### src/rtl/fetch_pkg.sv
`default_nettype none
// ============================================================================
// Module      : fetch_pkg
// Description : Shared fetch-path types and constants (entry layout, widths).
// Revision    : 1.0 - initial release
// ============================================================================
package fetch_pkg;

    localparam int DEFAULT_XLEN = 32;
    localparam int DEFAULT_ILEN = 32;
    localparam int ILEN_BYTES   = 4;

    typedef struct packed {
        logic [DEFAULT_XLEN-1:0] pc;
        logic [DEFAULT_ILEN-1:0] inst;
    } fq_entry_t;

    // Counters must be able to hold the full depth, not just depth-1.
    function automatic int credit_width(input int depth);
        return $clog2(depth + 1);
    endfunction

endpackage
`default_nettype wire

### src/rtl/fetch_prefetch_unit_if.sv
`default_nettype none
// ============================================================================
// Module      : fetch_prefetch_unit_if
// Description : Redirect, instruction-memory and decode handshakes of fetch.
// Revision    : 1.0 - initial release
// ============================================================================
interface fetch_prefetch_unit_if
    import fetch_pkg::*;
#(
    parameter int XLEN     = DEFAULT_XLEN,
    parameter int ILEN     = DEFAULT_ILEN,
    parameter int FQ_DEPTH = 4
);
    localparam int CW = credit_width(FQ_DEPTH);

    logic            redirect_valid;
    logic [XLEN-1:0] redirect_pc;
    logic            imem_req_valid;
    logic            imem_req_ready;
    logic [XLEN-1:0] imem_req_addr;
    logic            imem_rsp_valid;
    logic [ILEN-1:0] imem_rsp_data;
    logic            inst_valid;
    logic            inst_ready;
    logic [XLEN-1:0] inst_pc;
    logic [ILEN-1:0] inst_data;
    logic [CW-1:0]   fq_count;

    modport master (
        input  redirect_valid, redirect_pc, imem_req_ready, imem_rsp_valid,
               imem_rsp_data, inst_ready,
        output imem_req_valid, imem_req_addr, inst_valid, inst_pc, inst_data, fq_count
    );

    modport slave (
        output redirect_valid, redirect_pc, imem_req_ready, imem_rsp_valid,
               imem_rsp_data, inst_ready,
        input  imem_req_valid, imem_req_addr, inst_valid, inst_pc, inst_data, fq_count
    );

endinterface
`default_nettype wire

### src/rtl/fetch_fifo.sv
`default_nettype none
// ============================================================================
// Module      : fetch_fifo
// Description : Synchronous prefetch FIFO with flush, registered head, count.
// Revision    : 1.0 - initial release
// ============================================================================
module fetch_fifo
    import fetch_pkg::*;
#(
    parameter type T     = fq_entry_t,
    parameter int  DEPTH = 4
) (
    input  logic                           clk,
    input  logic                           rst,
    input  logic                           i_flush,
    input  logic                           i_push,
    input  T                               i_push_data,
    input  logic                           i_pop,
    output T                               o_head,
    output logic                           o_valid,
    output logic [credit_width(DEPTH)-1:0] o_count
);
    localparam int CW = credit_width(DEPTH);
    localparam int PW = $clog2(DEPTH);

    T                r_mem [DEPTH];
    logic [PW-1:0]   r_wr_ptr;
    logic [PW-1:0]   r_rd_ptr;
    logic [CW-1:0]   r_count;
    logic            w_do_push;
    logic            w_do_pop;

    function automatic logic [PW-1:0] f_next(input logic [PW-1:0] p);
        return (p == PW'(DEPTH - 1)) ? '0 : p + 1'b1;
    endfunction

    assign w_do_push = i_push && !i_flush;
    assign w_do_pop  = i_pop && (r_count != '0) && !i_flush;

    always_ff @(posedge clk) begin
        if (rst || i_flush) begin
            r_wr_ptr <= '0;
            r_rd_ptr <= '0;
            r_count  <= '0;
        end else begin
            if (w_do_push) r_wr_ptr <= f_next(r_wr_ptr);
            if (w_do_pop)  r_rd_ptr <= f_next(r_rd_ptr);
            r_count <= r_count + CW'(w_do_push) - CW'(w_do_pop);
        end
    end

    // Storage carries no reset; validity is tracked by r_count alone.
    always_ff @(posedge clk) begin
        if (!rst && w_do_push) r_mem[r_wr_ptr] <= i_push_data;
    end

    assign o_head  = r_mem[r_rd_ptr];
    assign o_valid = (r_count != '0);
    assign o_count = r_count;

`ifndef SYNTHESIS
    a_no_push_when_full: assert property (@(posedge clk) disable iff (rst)
        w_do_push |-> (r_count < CW'(DEPTH)));
`endif

endmodule
`default_nettype wire

### src/rtl/fetch_prefetch_unit.sv
`default_nettype none
// ============================================================================
// Module      : fetch_prefetch_unit
// Description : Fetch PC, credit-limited imem issue, response drop and queue.
// Revision    : 1.0 - initial release
// ============================================================================
module fetch_prefetch_unit
    import fetch_pkg::*;
#(
    parameter int              XLEN     = DEFAULT_XLEN,
    parameter int              ILEN     = DEFAULT_ILEN,
    parameter logic [XLEN-1:0] RESET_PC = '0,
    parameter int              FQ_DEPTH = 4
) (
    input  logic                  clk,
    input  logic                  reset,
    fetch_prefetch_unit_if.master bus
);
    localparam int              CW        = credit_width(FQ_DEPTH);
    localparam int              SW        = CW + 2;
    localparam logic [XLEN-1:0] c_pc_step = XLEN'(ILEN_BYTES);

    typedef struct packed {
        logic [XLEN-1:0] pc;
        logic [ILEN-1:0] inst;
    } entry_t;

    logic [XLEN-1:0] r_fetch_pc;
    logic [XLEN-1:0] r_resp_pc;
    logic [CW-1:0]   r_outstanding;
    logic [CW-1:0]   r_drop_cnt;

    logic [CW-1:0]   w_fq_count;
    logic [SW-1:0]   w_credits_used;
    logic [XLEN-1:0] w_redirect_pc;
    logic [CW-1:0]   w_inflight_after;
    logic            w_req_valid;
    logic            w_req_fire;
    logic            w_rsp_drop;
    logic            w_rsp_keep;
    logic            w_push;
    logic            w_head_valid;
    entry_t          w_push_entry;
    entry_t          w_head;

    assign w_redirect_pc  = bus.redirect_pc & ~XLEN'(3);
    assign w_credits_used = SW'(w_fq_count) + SW'(r_outstanding) + SW'(r_drop_cnt);
    assign w_req_valid    = !reset && !bus.redirect_valid && (w_credits_used < SW'(FQ_DEPTH));
    assign w_req_fire     = w_req_valid && bus.imem_req_ready;
    assign w_rsp_drop     = bus.imem_rsp_valid && (r_drop_cnt != '0);
    assign w_rsp_keep     = bus.imem_rsp_valid && (r_drop_cnt == '0);
    assign w_push         = w_rsp_keep && !bus.redirect_valid;
    // Everything still in flight after this cycle's response becomes garbage on redirect.
    assign w_inflight_after = r_outstanding + r_drop_cnt - CW'(bus.imem_rsp_valid);

    assign w_push_entry.pc   = r_resp_pc;
    assign w_push_entry.inst = bus.imem_rsp_data;

    always_ff @(posedge clk) begin
        if (reset) begin
            r_fetch_pc    <= RESET_PC;
            r_resp_pc     <= RESET_PC;
            r_outstanding <= '0;
            r_drop_cnt    <= '0;
        end else if (bus.redirect_valid) begin
            r_fetch_pc    <= w_redirect_pc;
            r_resp_pc     <= w_redirect_pc;
            r_outstanding <= '0;
            r_drop_cnt    <= w_inflight_after;
        end else begin
            if (w_req_fire) r_fetch_pc <= r_fetch_pc + c_pc_step;
            if (w_push)     r_resp_pc  <= r_resp_pc + c_pc_step;
            if (w_rsp_drop) r_drop_cnt <= r_drop_cnt - 1'b1;
            r_outstanding <= r_outstanding + CW'(w_req_fire) - CW'(w_rsp_keep);
        end
    end

    fetch_fifo #(
        .T     (entry_t),
        .DEPTH (FQ_DEPTH)
    ) u_fifo (
        .clk         (clk),
        .rst         (reset),
        .i_flush     (bus.redirect_valid),
        .i_push      (w_push),
        .i_push_data (w_push_entry),
        .i_pop       (bus.inst_ready),
        .o_head      (w_head),
        .o_valid     (w_head_valid),
        .o_count     (w_fq_count)
    );

    assign bus.imem_req_valid = w_req_valid;
    assign bus.imem_req_addr  = r_fetch_pc;
    assign bus.inst_valid     = w_head_valid;
    assign bus.inst_pc        = w_head.pc;
    assign bus.inst_data      = w_head.inst;
    assign bus.fq_count       = w_fq_count;

`ifndef SYNTHESIS
    a_credit_bound: assert property (@(posedge clk) disable iff (reset)
        ((SW'(r_outstanding) + SW'(r_drop_cnt)) <= SW'(FQ_DEPTH)));
    a_rsp_expected: assert property (@(posedge clk) disable iff (reset)
        bus.imem_rsp_valid |-> ((r_outstanding != '0) || (r_drop_cnt != '0)));
`endif

endmodule
`default_nettype wire

### src/flat_wrapper.sv
// flat-port wrapper written by rule: the top's interface ports become plain ports
module fetch_prefetch_unit_flat import fetch_pkg::*;
#(
    parameter int              XLEN     = DEFAULT_XLEN,
    parameter int              ILEN     = DEFAULT_ILEN,
    parameter logic [XLEN-1:0] RESET_PC = '0,
    parameter int              FQ_DEPTH = 4
)
  (clk, reset, bus_redirect_valid, bus_redirect_pc, bus_imem_req_ready, bus_imem_rsp_valid, bus_imem_rsp_data, bus_inst_ready, bus_imem_req_valid, bus_imem_req_addr, bus_inst_valid, bus_inst_pc, bus_inst_data, bus_fq_count);
  fetch_prefetch_unit_if #(.XLEN(XLEN), .ILEN(ILEN), .FQ_DEPTH(FQ_DEPTH)) bus_i ();
  input  logic clk;
  input  logic reset;
  input wire logic [$bits(bus_i.redirect_valid)-1:0] bus_redirect_valid;
  input wire logic [$bits(bus_i.redirect_pc)-1:0] bus_redirect_pc;
  input wire logic [$bits(bus_i.imem_req_ready)-1:0] bus_imem_req_ready;
  input wire logic [$bits(bus_i.imem_rsp_valid)-1:0] bus_imem_rsp_valid;
  input wire logic [$bits(bus_i.imem_rsp_data)-1:0] bus_imem_rsp_data;
  input wire logic [$bits(bus_i.inst_ready)-1:0] bus_inst_ready;
  output wire logic [$bits(bus_i.imem_req_valid)-1:0] bus_imem_req_valid;
  output wire logic [$bits(bus_i.imem_req_addr)-1:0] bus_imem_req_addr;
  output wire logic [$bits(bus_i.inst_valid)-1:0] bus_inst_valid;
  output wire logic [$bits(bus_i.inst_pc)-1:0] bus_inst_pc;
  output wire logic [$bits(bus_i.inst_data)-1:0] bus_inst_data;
  output wire logic [$bits(bus_i.fq_count)-1:0] bus_fq_count;
  assign bus_i.redirect_valid = bus_redirect_valid;
  assign bus_i.redirect_pc = bus_redirect_pc;
  assign bus_i.imem_req_ready = bus_imem_req_ready;
  assign bus_i.imem_rsp_valid = bus_imem_rsp_valid;
  assign bus_i.imem_rsp_data = bus_imem_rsp_data;
  assign bus_i.inst_ready = bus_inst_ready;
  assign bus_imem_req_valid = bus_i.imem_req_valid;
  assign bus_imem_req_addr = bus_i.imem_req_addr;
  assign bus_inst_valid = bus_i.inst_valid;
  assign bus_inst_pc = bus_i.inst_pc;
  assign bus_inst_data = bus_i.inst_data;
  assign bus_fq_count = bus_i.fq_count;
  fetch_prefetch_unit #(.XLEN(XLEN), .ILEN(ILEN), .RESET_PC(RESET_PC), .FQ_DEPTH(FQ_DEPTH)) u_core (.clk(clk), .reset(reset), .bus(bus_i));
endmodule
### config.mk
export PLATFORM = sky130hd
export DESIGN_NAME = fetch_prefetch_unit_flat
export DESIGN_NICKNAME = d
export VERILOG_FILES = /design/src/rtl/fetch_pkg.sv /design/src/rtl/fetch_prefetch_unit_if.sv /design/src/rtl/fetch_fifo.sv /design/src/rtl/fetch_prefetch_unit.sv /design/src/flat_wrapper.sv
export SDC_FILE = /design/constraint.sdc
export NUM_CORES = 1
export LEC_CHECK = 0
export ABC_CLOCK_PERIOD_IN_PS = 3400
export CORE_MARGIN = 8
export CORE_UTILIZATION = 55
export CTS_CLUSTER_DIAMETER = 40
export DETAILED_ROUTE_END_ITERATION = 8
export HOLD_SLACK_MARGIN = 0.12
export PLACE_DENSITY = 0.78
export SLEW_MARGIN = 15
export SYNTH_ARGS = -nofsm -noshare
export SYNTH_HDL_FRONTEND = slang
export SYNTH_SLANG_ARGS = --single-unit
### constraint.sdc
create_clock -name clk -period 3.4 [get_ports clk]
set_input_delay 0.68 -clock clk [delete_from_list [all_inputs] [get_ports clk]]
set_output_delay 0.68 -clock clk [all_outputs]
set_load 0.005 [all_outputs]
==> flow_summary.yaml <==
detailed_routing:
  via_count: 8186
  drt_pass1_iterations: 5
  antenna_left: 0
  wl_per_cell_um: 20.40
  wl_mm: 28.71
  via_per_inst: 5.818
  route.detailed.drc: 0
  drtIter0Drc: 602
timing:
  hold_ws_ns: 0.4729
  relSlewSlack_pct: 32.87
  finalHoldViolations: 0
  layout_min_cycle_time_ns: 3.275
  drv_slew: 0
  worst_slew_pin_slew_ns: 1.002
  fin_crit_sh_pct: 96.32
  skew_ns: 0.01055
  rsz0062_at_grt: "false"
  setup_viol: 0
  tns_ns: 0
  fmax_ghz: 0.3054
setup_path:
  crit_path_end_kind: "output port"
  worstPathRequired_ns: 2.72
  criticalPathCategory: "flip-flop to output port"
  arrival_ns: 2.59
  critPathLaunchType: "flip-flop"
  worst-path-max-fanout: 7
logic_synthesis:
  yosys.cell_types.count: 62
  synth_cells: 859
  ys_warn_count: 0
  synth_edf_count: 248
  ys_seq_area_share_pct: 67.31
  syn_area_per_cell_um2: 15.48
  synthArstFlopShare_pct: 0
  synth_seq_cells: 323
  synth_ff_type: "edfxtp_1"
  syn_area_um2: 13290
cts:
  cts_tree: "done"
  clock_latency_ns: 0.51
  clockRootBuffer: "clkbuf_16"
  cts_sinks: 323
  post-cts-setup-buffers: 0
  cts_buffers: 38
  cts_max_path_buffers: 3
  h-tree-depth: 2
  clkTransAtPathRegs_ns: 0.05
run_status:
  outcome: "complete, no violations"
global_routing:
  globalRouteTotalUtil_pct: 19.80
  grt_pass1_vias: 8268
  grt_pass1_wl_mm: 45.17
  grt_max_degree: 64
  overflow: 0
  antenna_found_initial: 0
floorplan:
  die_area_um2: 29400
  dieHeight_um: 171.5
  num_io_pins: 171
  core_um2: 24030
  chipWidth_um: 171.5
  initial_core_util_pct: 55.31
  num_rows: 57
worst_hold_path:
  hold_path_class: "flip-flop to flip-flop"
placed_design:
  port_buffers: 164
  gp_congestion: 0.9292
  dp_hpwl_mm: 18.79
  place_inst: 1338
pwr:
  power_density_nw_per_um2: 571.6
  p_leak_nw: 5.532
  peakVddDrop_mv: 0.4171
  p_total_mw: 9.587
flow_run:
  cap_violations: 0
final_layout:
  syn2layout_area_growth_pct: 26.16
  diodes: 0
  final_cells: 1407
  final_nets: 1149
  final_common_cell: "edfxtp_1"
  final_cell_mix: "edfxtp_1, clkdlybuf4s50_1, dfxtp_1"
  drive_gt1_share_pct: 15.97
[worst paths after layout]
kind / startpoint / to / slack (ns) / depth (start not counted)
hold / removal: u_core.u_fifo.r_rd_ptr[1]$_SDFFE_PP0P_ / flip-flop / 0.47 / 2
setup / recovery: u_core.u_fifo.o_count[0]$_SDFF_PP0_ / bus_imem_req_valid / 0.13 / 7
setup reg to reg: u_core.u_fifo.o_count[0]$_SDFF_PP0_ / u_core.bus.imem_req_addr[16]$_SDFFE_PP0P_ / 0.29 / 9
hold reg to reg: u_core.u_fifo.r_rd_ptr[1]$_SDFFE_PP0P_ / flip-flop / 0.47 / 2
[synthesized netlist by cell type (9+ instances only)]
| master | instances | area, µm² |
|---|---|---|
| or3_1 | 12 | 75.07 |
| inv_1 | 23 | 86.33 |
| dfxtp_1 | 75 | 1501 |
| o31a_1 | 9 | 78.83 |
| nor4_1 | 17 | 106.4 |
| ha_1 | 21 | 262.8 |
| a21oi_1 | 25 | 125.1 |
| nand4_1 | 16 | 100.1 |
| mux4_2 | 62 | 1396 |
| nand3_1 | 32 | 160.2 |
| nor2_1 | 36 | 135.1 |
| xnor2_1 | 14 | 122.6 |
| clkbuf_1 | 26 | 97.59 |
| a31oi_1 | 20 | 125.1 |
| nand2_1 | 59 | 221.5 |
| xor2_1 | 24 | 210.2 |
| edfxtp_1 | 248 | 7447 |
| and3_1 | 9 | 56.30 |
| a211oi_1 | 12 | 90.09 |
[cells by family (layout without fill, tap and decap cells)]
group                    count (synthesis)  after routing  share of synthesized area (%)
AO/OA/AOI/OAI                          112            112                          5.722
flip-flops                             323            323                          67.31
buffers and inverters                   67            288                          2.136
XOR/XNOR                                38             38                          2.504
adder cells (fa/ha/maj)                 25             25                          2.579
AND/OR/NAND/NOR                        229            229                          9.064
other                                    1              4                        0.02821
multiplexers                            64             64                          10.65
[worst max-delay path, cell delays in order, from the launching register on]
cell	delay (ns)
dfxtp_1	0.31
ha_1	0.23
fa_2	0.53
ha_1	0.22
nand3_1	0.11
a21bo_2	0.31
nor2_4	0.15
clkdlybuf4s15_2	0.22
[metal layers]
metal | vias up | wire, µm | track usage [%]
met3 | 43 | 2375 | 4.705
met4 | 0 | 562 | 5.558
li1 | 3770 | - | -
met1 | 4024 | 12320 | 26.77
met2 | 349 | 13450 | 31.79
met5 | - | 0 | 0
[per-stage QoR]
| stage | util, % | instance area (µm²) | setup WS (ns) |
|---|---|---|---|
| floorplan | - | 13310 | 0.3405 |
| CTS | 69.79 | 16770 | 0.01493 |
| global placement | 64.18 | 15430 | 0.1483 |
| finish | 69.79 | 16770 | 0.1253 |
| detailed placement | 64.18 | 15430 | 0.1298 |
| global route | 69.79 | 16770 | 0.03743 |
[state kept, by name, indices dropped and copies added (netlist names), named ones only]
register	flops
u_core.r_resp_pc	30
u_core.r_outstanding	3
u_core.r_drop_cnt	3
u_core.u_fifo.o_count	3
u_core.u_fifo.r_mem	248
u_core.u_fifo.r_rd_ptr	2
u_core.u_fifo.r_wr_ptr	2
u_core.bus.imem_req_addr	30
[cell type report]
class | count | area [µm²]
Sequential cell | 323 | 8954
Fill cell | 1582 | 7262
Multi-Input combinational cell | 472 | 4105
Timing Repair Buffer | 193 | 1893
Clock buffer | 46 | 1045
Tap cell | 324 | 405.4
Clock inverter | 23 | 272.8
Inverter | 26 | 97.59
[repair_timing]
item | in CTS | in global routing
endpoints found under the setup margin | 1 | 1
gates resized for setup | 9 | 1
hold buffers | 0 | 0
pin swaps | 4 | 1
[power breakdown]
part	internal, mW	leakage (nW)	total, mW	switching (mW)
registers	4.39	2.87	4.53	0.134
clock network	2.60	0.633	4.15	1.55
logic	0.482	2.02	0.911	0.429
No activity file was read; power rests on OpenSTA's default activity.
